File: config.mk
export PLATFORM = sky130hd
export DESIGN_NAME = control_unit
export DESIGN_NICKNAME = d
export VERILOG_FILES = /design/src/rtl/control_unit_pkg.sv /design/src/rtl/control_decode.sv /design/src/rtl/control_unit.sv
export SDC_FILE = /design/constraint.sdc
export NUM_CORES = 1
export LEC_CHECK = 0
export ABC_AREA = 1
export ABC_CLOCK_PERIOD_IN_PS = 800
export CAP_MARGIN = 20
export CORE_UTILIZATION = 42
export CTS_BUF_LIST = sky130_fd_sc_hd__clkbuf_8
export DETAILED_ROUTE_END_ITERATION = 12
export PLACE_DENSITY = 0.73
export REMOVE_ABC_BUFFERS = 1
export SYNTH_ARGS = -nofsm -noshare
export SYNTH_HDL_FRONTEND = slang
export SYNTH_SLANG_ARGS = --single-unit
File: constraint.sdc
create_clock -name clk -period 0.8 [get_ports clk]
set_input_delay 0.08 -clock clk [delete_from_list [all_inputs] [get_ports clk]]
set_output_delay 0.08 -clock clk [all_outputs]
set_load 0.02 [all_outputs]
File: src/rtl/control_unit_pkg.sv
// Shared encodings for the instruction decoder: opcodes, control-field enums and the
// packed control word carried from decode to the output register.
package control_unit_pkg;

   typedef enum logic [5:0] {
      OpNop   = 6'h00,
      OpAdd   = 6'h01,
      OpSub   = 6'h02,
      OpAnd   = 6'h03,
      OpOr    = 6'h04,
      OpAddi  = 6'h05,
      OpSubi  = 6'h06,
      OpAndi  = 6'h07,
      OpOri   = 6'h08,
      OpLoad  = 6'h09,
      OpStore = 6'h0A,
      OpLi    = 6'h0B,
      OpBeq   = 6'h0C,
      OpJmp   = 6'h0D,
      OpCall  = 6'h0E,
      OpRet   = 6'h0F,
      OpPush  = 6'h10,
      OpPop   = 6'h11,
      OpHalt  = 6'h12
   } opcode_e;

   typedef enum logic [1:0] {
      PcInc    = 2'b00,
      PcBranch = 2'b01,
      PcJump   = 2'b10,
      PcStack  = 2'b11
   } pc_sel_e;

   typedef enum logic [1:0] {
      AluAdd = 2'b00,
      AluSub = 2'b01,
      AluAnd = 2'b10,
      AluOr  = 2'b11
   } alu_op_e;

   typedef enum logic [1:0] {
      SrcReg  = 2'b00,
      SrcSext = 2'b01,
      SrcZext = 2'b10,
      SrcZero = 2'b11
   } alu_src_e;

   typedef enum logic [1:0] {
      WbAlu   = 2'b00,
      WbMem   = 2'b01,
      WbImm   = 2'b10,
      WbStack = 2'b11
   } wb_sel_e;

   typedef struct packed {
      logic     stack_control;
      logic     pc_inc;
      pc_sel_e  pc_sel;
      logic     gr_we;
      logic     stack_we;
      logic     wdata_rt;
      alu_src_e alu_src2;
      alu_op_e  alu_op;
      logic     branch;
      logic     mem_we;
      wb_sel_e  wb_sel;
   } ctrl_word_t;

   localparam ctrl_word_t CTRL_RESET = '{
      stack_control: 1'b0,
      pc_inc:        1'b0,
      pc_sel:        PcInc,
      gr_we:         1'b0,
      stack_we:      1'b0,
      wdata_rt:      1'b0,
      alu_src2:      SrcReg,
      alu_op:        AluAdd,
      branch:        1'b0,
      mem_we:        1'b0,
      wb_sel:        WbAlu
   };

   localparam ctrl_word_t CTRL_NOP = '{
      stack_control: 1'b0,
      pc_inc:        1'b1,
      pc_sel:        PcInc,
      gr_we:         1'b0,
      stack_we:      1'b0,
      wdata_rt:      1'b0,
      alu_src2:      SrcReg,
      alu_op:        AluAdd,
      branch:        1'b0,
      mem_we:        1'b0,
      wb_sel:        WbAlu
   };

   // Register-file write through the ALU with the given operand source and operation.
   function automatic ctrl_word_t alu_word(alu_src_e src, alu_op_e op);
      ctrl_word_t w;
      w          = CTRL_NOP;
      w.gr_we    = 1'b1;
      w.alu_src2 = src;
      w.alu_op   = op;
      return w;
   endfunction

endpackage

File: src/rtl/control_decode.sv
// Pure combinational opcode decoder producing one control word per opcode.
module control_decode
   import control_unit_pkg::*;
(
   input  logic [5:0] opcode_i,
   output ctrl_word_t ctrl_o
);

   always_comb begin
      ctrl_o = CTRL_NOP;
      // Undefined or unknown opcodes fall to the default and never raise a write enable.
      unique case (opcode_i)
         OpNop:   ctrl_o = CTRL_NOP;
         OpAdd:   ctrl_o = alu_word(SrcReg, AluAdd);
         OpSub:   ctrl_o = alu_word(SrcReg, AluSub);
         OpAnd:   ctrl_o = alu_word(SrcReg, AluAnd);
         OpOr:    ctrl_o = alu_word(SrcReg, AluOr);
         OpAddi:  ctrl_o = alu_word(SrcSext, AluAdd);
         OpSubi:  ctrl_o = alu_word(SrcSext, AluSub);
         OpAndi:  ctrl_o = alu_word(SrcZext, AluAnd);
         OpOri:   ctrl_o = alu_word(SrcZext, AluOr);
         OpLoad: begin
            ctrl_o        = alu_word(SrcSext, AluAdd);
            ctrl_o.wb_sel = WbMem;
         end
         OpStore: begin
            ctrl_o.mem_we   = 1'b1;
            ctrl_o.wdata_rt = 1'b1;
            ctrl_o.alu_src2 = SrcSext;
            ctrl_o.alu_op   = AluAdd;
         end
         OpLi: begin
            ctrl_o.gr_we  = 1'b1;
            ctrl_o.wb_sel = WbImm;
         end
         OpBeq: begin
            ctrl_o.branch   = 1'b1;
            ctrl_o.pc_sel   = PcBranch;
            ctrl_o.alu_src2 = SrcReg;
            ctrl_o.alu_op   = AluSub;
         end
         OpJmp: ctrl_o.pc_sel = PcJump;
         OpCall: begin
            // Return address (PC+1) goes onto the stack.
            ctrl_o.pc_sel        = PcJump;
            ctrl_o.stack_control = 1'b1;
            ctrl_o.stack_we      = 1'b1;
            ctrl_o.wdata_rt      = 1'b0;
         end
         OpRet: begin
            ctrl_o.pc_sel        = PcStack;
            ctrl_o.stack_control = 1'b1;
         end
         OpPush: begin
            ctrl_o.stack_control = 1'b1;
            ctrl_o.stack_we      = 1'b1;
            ctrl_o.wdata_rt      = 1'b1;
         end
         OpPop: begin
            ctrl_o.stack_control = 1'b1;
            ctrl_o.gr_we         = 1'b1;
            ctrl_o.wb_sel        = WbStack;
         end
         OpHalt:  ctrl_o = CTRL_RESET;
         default: ctrl_o = CTRL_NOP;
      endcase
   end

endmodule

File: src/rtl/control_unit.sv
// Main instruction decoder: decodes the opcode and registers the control word for the
// datapath; reset clears every output, freezing the PC.
module control_unit
   import control_unit_pkg::*;
(
   input  logic       clk,
   input  logic       rst_n,
   input  logic [5:0] opcode,
   output logic       stack_control,
   output logic       pc_increment_control,
   output logic [1:0] pc_control,
   output logic       general_register_write_enable,
   output logic       stack_write_enable,
   output logic       write_data_enable,
   output logic [1:0] ALU_source_2,
   output logic [1:0] ALU_control,
   output logic       branch,
   output logic       memory_write_enable,
   output logic [1:0] general_register_result_select
);

   ctrl_word_t ctrl_d;
   ctrl_word_t ctrl_q;

   control_decode u_decode (
      .opcode_i (opcode),
      .ctrl_o   (ctrl_d)
   );

   always_ff @(posedge clk or negedge rst_n) begin
      if (!rst_n) begin
         ctrl_q <= CTRL_RESET;
      end else begin
         ctrl_q <= ctrl_d;
      end
   end

   assign stack_control                  = ctrl_q.stack_control;
   assign pc_increment_control           = ctrl_q.pc_inc;
   assign pc_control                     = ctrl_q.pc_sel;
   assign general_register_write_enable  = ctrl_q.gr_we;
   assign stack_write_enable             = ctrl_q.stack_we;
   assign write_data_enable              = ctrl_q.wdata_rt;
   assign ALU_source_2                   = ctrl_q.alu_src2;
   assign ALU_control                    = ctrl_q.alu_op;
   assign branch                         = ctrl_q.branch;
   assign memory_write_enable            = ctrl_q.mem_we;
   assign general_register_result_select = ctrl_q.wb_sel;

endmodule

* Word level (Yosys, flattened, before mapping)
Cells that the tools add are included.
** Storage, ports and cells
- Memories :: 0
- Memory bits (read-only) :: 0
- Bits in writable memories :: 0
- Word-level logic and storage cells :: 46
- Input port bits :: 8
- Bits in latches :: 0
- Bits in registers :: 15
** Cells by class
- Reduce and logical (&&, ||, !) cells :: 7
- Order comparisons :: 0
- Div/mod/pow operators :: 0
- Equal/unequal tests :: 18
- Shifts and indexed selects :: 0
- Mux-type cells :: 10
- Multiply operators :: 0
- Bitwise logic cells :: 0
- Add/sub/neg operators :: 0
** Operators with widths (number)
- == test 6 x 4 -> 1 bit, second input constant :: 8
- case mux 4 bit (7 select lines) :: 1
- == test 6 x 3 -> 1 bit, second input constant :: 4
- == test 6 x 5 -> 1 bit, second input constant :: 3
- == test 6 x 2 -> 1 bit, second input constant :: 2
- case mux 2 bit (3 select lines) :: 2
- OR reduction 11 bit :: 1
- OR reduction 2 bit :: 4
- two-way mux 1 bit :: 7
- == test 6 x 1 -> 1 bit, second input constant :: 1
- OR reduction 4 bit :: 1
- OR reduction 3 bit :: 1

* Logic depth before layout (Yosys ltp)
- Depth after elaboration :: 3
- Mapped depth :: 7
- Depth with buffers taken out :: 7

* Cells and area by module
A second synthesis with hierarchy kept.
** Second synthesis, totals
- Cell total of the unflattened synthesis :: 74
- Area, all modules :: 698.2 µm²
** Modules (own cells, without submodules)
- control_unit :: cells an instance 15, area an instance 375.4 µm², seq. area each 375.4 µm², times used 1
- control_decode :: cells an instance 59, area an instance 322.8 µm², seq. area each 0.0 µm², times used 1

* Worst setup path after synthesis
Ideal clock, no wire load.
- Kind :: input -> register
- Start :: input opcode[1]
- End :: register ctrl_q, in the netlist general_register_write_enable
- Path buffers :: 0
- Library setup time :: 0.065 ns
- Arrival :: 0.585 ns
- Setup slack :: 0.150 ns
- Stages on the path :: 5
- Path through :: nor2_1 > nand3_1 > nand2_1 > nor2_1 > nand2_1
** RTL lines
- start: declaration :: RTL line control_unit.sv:8 : input logic [5:0] opcode,
- end signal: assignment :: RTL line control_unit.sv:34 : ctrl_q <= ctrl_d;
- end: declaration :: RTL line control_unit.sv:23 : ctrl_word_t ctrl_q;

* Worst setup path after layout
- Start :: register ctrl_q, in the netlist memory_write_enable
- End :: output memory_write_enable
** RTL lines
- end: declaration :: RTL line control_unit.sv:18 : output logic memory_write_enable,
No word-level cell between the ends.

==> impl_summary.md <==
Critical path
Together, buffers and inverters on the worst path number 1. In this run the worst path has a maximum fanout of 1. The worst setup path is launched from a register. The kind of end point of the critical path is a primary output. The critical path goes through buf_6. For the worst setup path, the data arrival time is about 0.74 ns. On the critical path the largest part of the delay comes from flip-flops.

The critical path required time is between 0.7 and 0.8 ns. The library cell contributing the largest single delay on the critical path is sky130_fd_sc_hd__dfrtp_1. The path type of the worst setup path is register to primary output. On the worst path, the slowest cell contributes a delay of around 0.38 ns.

Floorplanning
In this run the standard cell core region covers between 1000 and 1500 um^2. The initial utilization of the core area, before any placement, comes to 0.474. The total die area is approximately 1700 um^2.

In this run the count of I/O pins placed on the die edge is 23. The die is 41.0 um tall. The floorplan step set the die width to a little over 40 um. The floorplan has 13 rows.

Outcome
The run finished, with violations left. The final reports fail on setup timing.

Timing
The final total negative setup slack is -0.272 ns. After layout, the minimum clock period comes to 0.825 ns. The final hold violation count came to 0. The max-slew violation count is 0. Dividing the final minimum period by the clock period gives 1.03. After layout, the worst setup slack is -0.0245 ns.

The pin slew with the least headroom to its limit is between 0.2 and 0.25 ns. Across all hold checks on the routed design, the worst slack comes to around 0.15 ns. Setup repair after global routing could not meet its margin everywhere.

For this run, the top clock speed supported by timing is approximately 1200 MHz. The total setup violations reported at the end of the flow is 15. The worst max-slew margin expressed relative to the limit is 0.845.

Logic synthesis
The area fraction of the dominant cell type after synthesis is 0.587. The synthesized design contains 15 register bits. In the synthesized netlist, the number of instances is slightly below 70. The biggest area contributor in the post-synthesis netlist is sky130_fd_sc_hd__dfrtp_1. The Yosys step of the flow raised 0 warnings. The post-synthesis area per instance is 9.27 um^2. In the post-synthesis netlist, the biggest area contributors are sky130_fd_sc_hd__dfrtp_1, sky130_fd_sc_hd__nand2_1, sky130_fd_sc_hd__nand3_1.

The synthesized cell area is roughly 640 um^2. Synthesis instantiated 14 different standard cells from the library. The sequential-to-total area share from yosys stat is 0.587.

Clock network
The CTS clock-pin slew for the worst setup and hold paths is 0.06 ns. The TritonCTS clock tree is built. The master cell of the clock root buffer is sky130_fd_sc_hd__clkbuf_8.

The number of sinks on the clock net is 15. The number of hold buffers added after CTS was 0. The total clock buffers created by CTS is 3. The number of H-tree branching levels is 1. The largest buffer count on any clock path is 2.

Finish
The number of standard cells in the final layout excluding fillers is roughly 120. The post-route cell area is roughly 1100 um^2. The repair_antennas step left the layout with diodes totalling 0. The final layout contains approximately 110 nets. The synthesis-to-finish area growth is 70.1%. Measured on the finished design, the core utilization comes to 0.805. Of the cells placed in the final design, the portion with a size suffix greater than 1 is 0.481.

Global route
The initial antenna violation count was 0. In the global route stage, overall resource usage came out at 0.189. The wire length of the first global-routing pass is about 2000 um. After global routing the overflow that remains totals 0. Entering global routing, the biggest net connects 16 pins. The number of global-route vias before repair came to 460.

Placement
At the end of routability-driven placement, the weighted congestion stood at 0.908. In this run the cell area measured after placement is approximately 950 um^2. Once detailed placement completed, the half-perimeter wirelength came to ~970 um. Prior to clock tree synthesis, the placed netlist has a worst setup slack of -0.487 ns. After detailed placement, the design holds a cell count of between 100 and 150.

During placement, the flow inserted port buffers numbering 22.

Routing
The count of TritonRoute iterations in the first routing pass is 4. The iteration-0 DRC count of the detailed router is 10. Summed over all layers, the routed wires come to 1460 um. The post-detailed-route DRC marker count is 0. Summing over every cut layer, the via total after detailed routing is a little under 600.

In the routed layout, each cell is associated on average with a via count of just under 5. The count of nets left with antenna violations after detail routing is 0. After detailed routing, the average wire length per cell comes to 12.3 um.

Job
The tool flagged a number of max-cap violations equal to 0.

Pwr
For this design the ratio of total power to cell area is between 1500 and 2000 nW/um^2. The power after layout is ~1.7 mW. The worst-case IR drop observed on VDD is 0.000961 V. The static leakage is just under 0.6 nW.

Worst hold path
The worst hold path belongs to the class input port to register.
## synthesized netlist by cell type, drive strengths merged
cell,instances
a21boi,1
o211ai,1
nand2,13
inv,11
nand4,2
o21ai,3
nor2,13
nand3,10
dfrtp,15
## cells by family after synthesis
family | share of synthesized area
buffers and inverters | 0.0646
AND/OR/NAND/NOR | 0.301
flip-flops | 0.587
AO/OA/AOI/OAI | 0.0470
## path summary, 6_finish.rpt
check | startpoint | depth (start not counted) | endpoint | slack, ns
max | memory_write_enable$_DFF_PN0_ | 1 | memory_write_enable | -0.02
min | opcode[5] | 3 | pc_increment_control$_DFF_PN0_ | 0.15
max in group asynchronous | rst_n | 2 | stack_control$_DFF_PN0_ | 0.51
min in group asynchronous | rst_n | 2 | pc_control[1]$_DFF_PN0_ | 0.17
## power by group
part	total, mW	internal, mW	switching (mW)	leakage (nW)
combinational	0.288	0.130	0.158	0.353
clock	0.587	0.343	0.244	0.0255
sequential	0.786	0.778	0.00817	0.202
total	1.66	1.25	0.410	0.580
## layer usage
layer | share of wire | up-vias | track usage | routed length [um]
li1 | - | 287 | - | -
met1 | 0.45 | 276 | 0.257 | 662
met2 | 0.49 | 22 | 0.281 | 717
met3 | 0.040 | 2 | 0.0326 | 58
met4 | 0.014 | 0 | 0.100 | 20
met5 | 0 | - | 0 | 0
## cell type report
type,count,area [um^2]
well taps,15,18.8
inverters,11,41.3
multi-input cells,43,283
flip-flops and latches,15,375
repair buffers,31,323
fillers,92,263
clock buffers,3,41.3
clock inverters,1,5.00
## cells in the final DEF (no fill, tap or decap), types with 4 or more instances in the layout
cell,instances
sky130_fd_sc_hd__nand2_2,5
sky130_fd_sc_hd__inv_1,10
sky130_fd_sc_hd__buf_6,17
sky130_fd_sc_hd__nor2_4,4
sky130_fd_sc_hd__dfrtp_1,15
sky130_fd_sc_hd__nand3_1,5
sky130_fd_sc_hd__buf_4,5
sky130_fd_sc_hd__nand2_1,8
sky130_fd_sc_hd__nor2_2,4
sky130_fd_sc_hd__nor2_1,5
## flip-flops by register name, indices dropped and copies added (netlist names)
register	cells
ALU_control	2
ALU_source_2	2
general_register_result_select	2
pc_control	2
branch	1
general_register_write_enable	1
memory_write_enable	1
pc_increment_control	1
stack_control	1
stack_write_enable	1
write_data_enable	1
## what timing repair did
item                       CTS  global route
gates resized for setup    102            20
setup endpoints to repair   30            23
pin swaps                    2             5
buffers inserted             0             1
No activity file was read; power rests on OpenSTA's default activity.
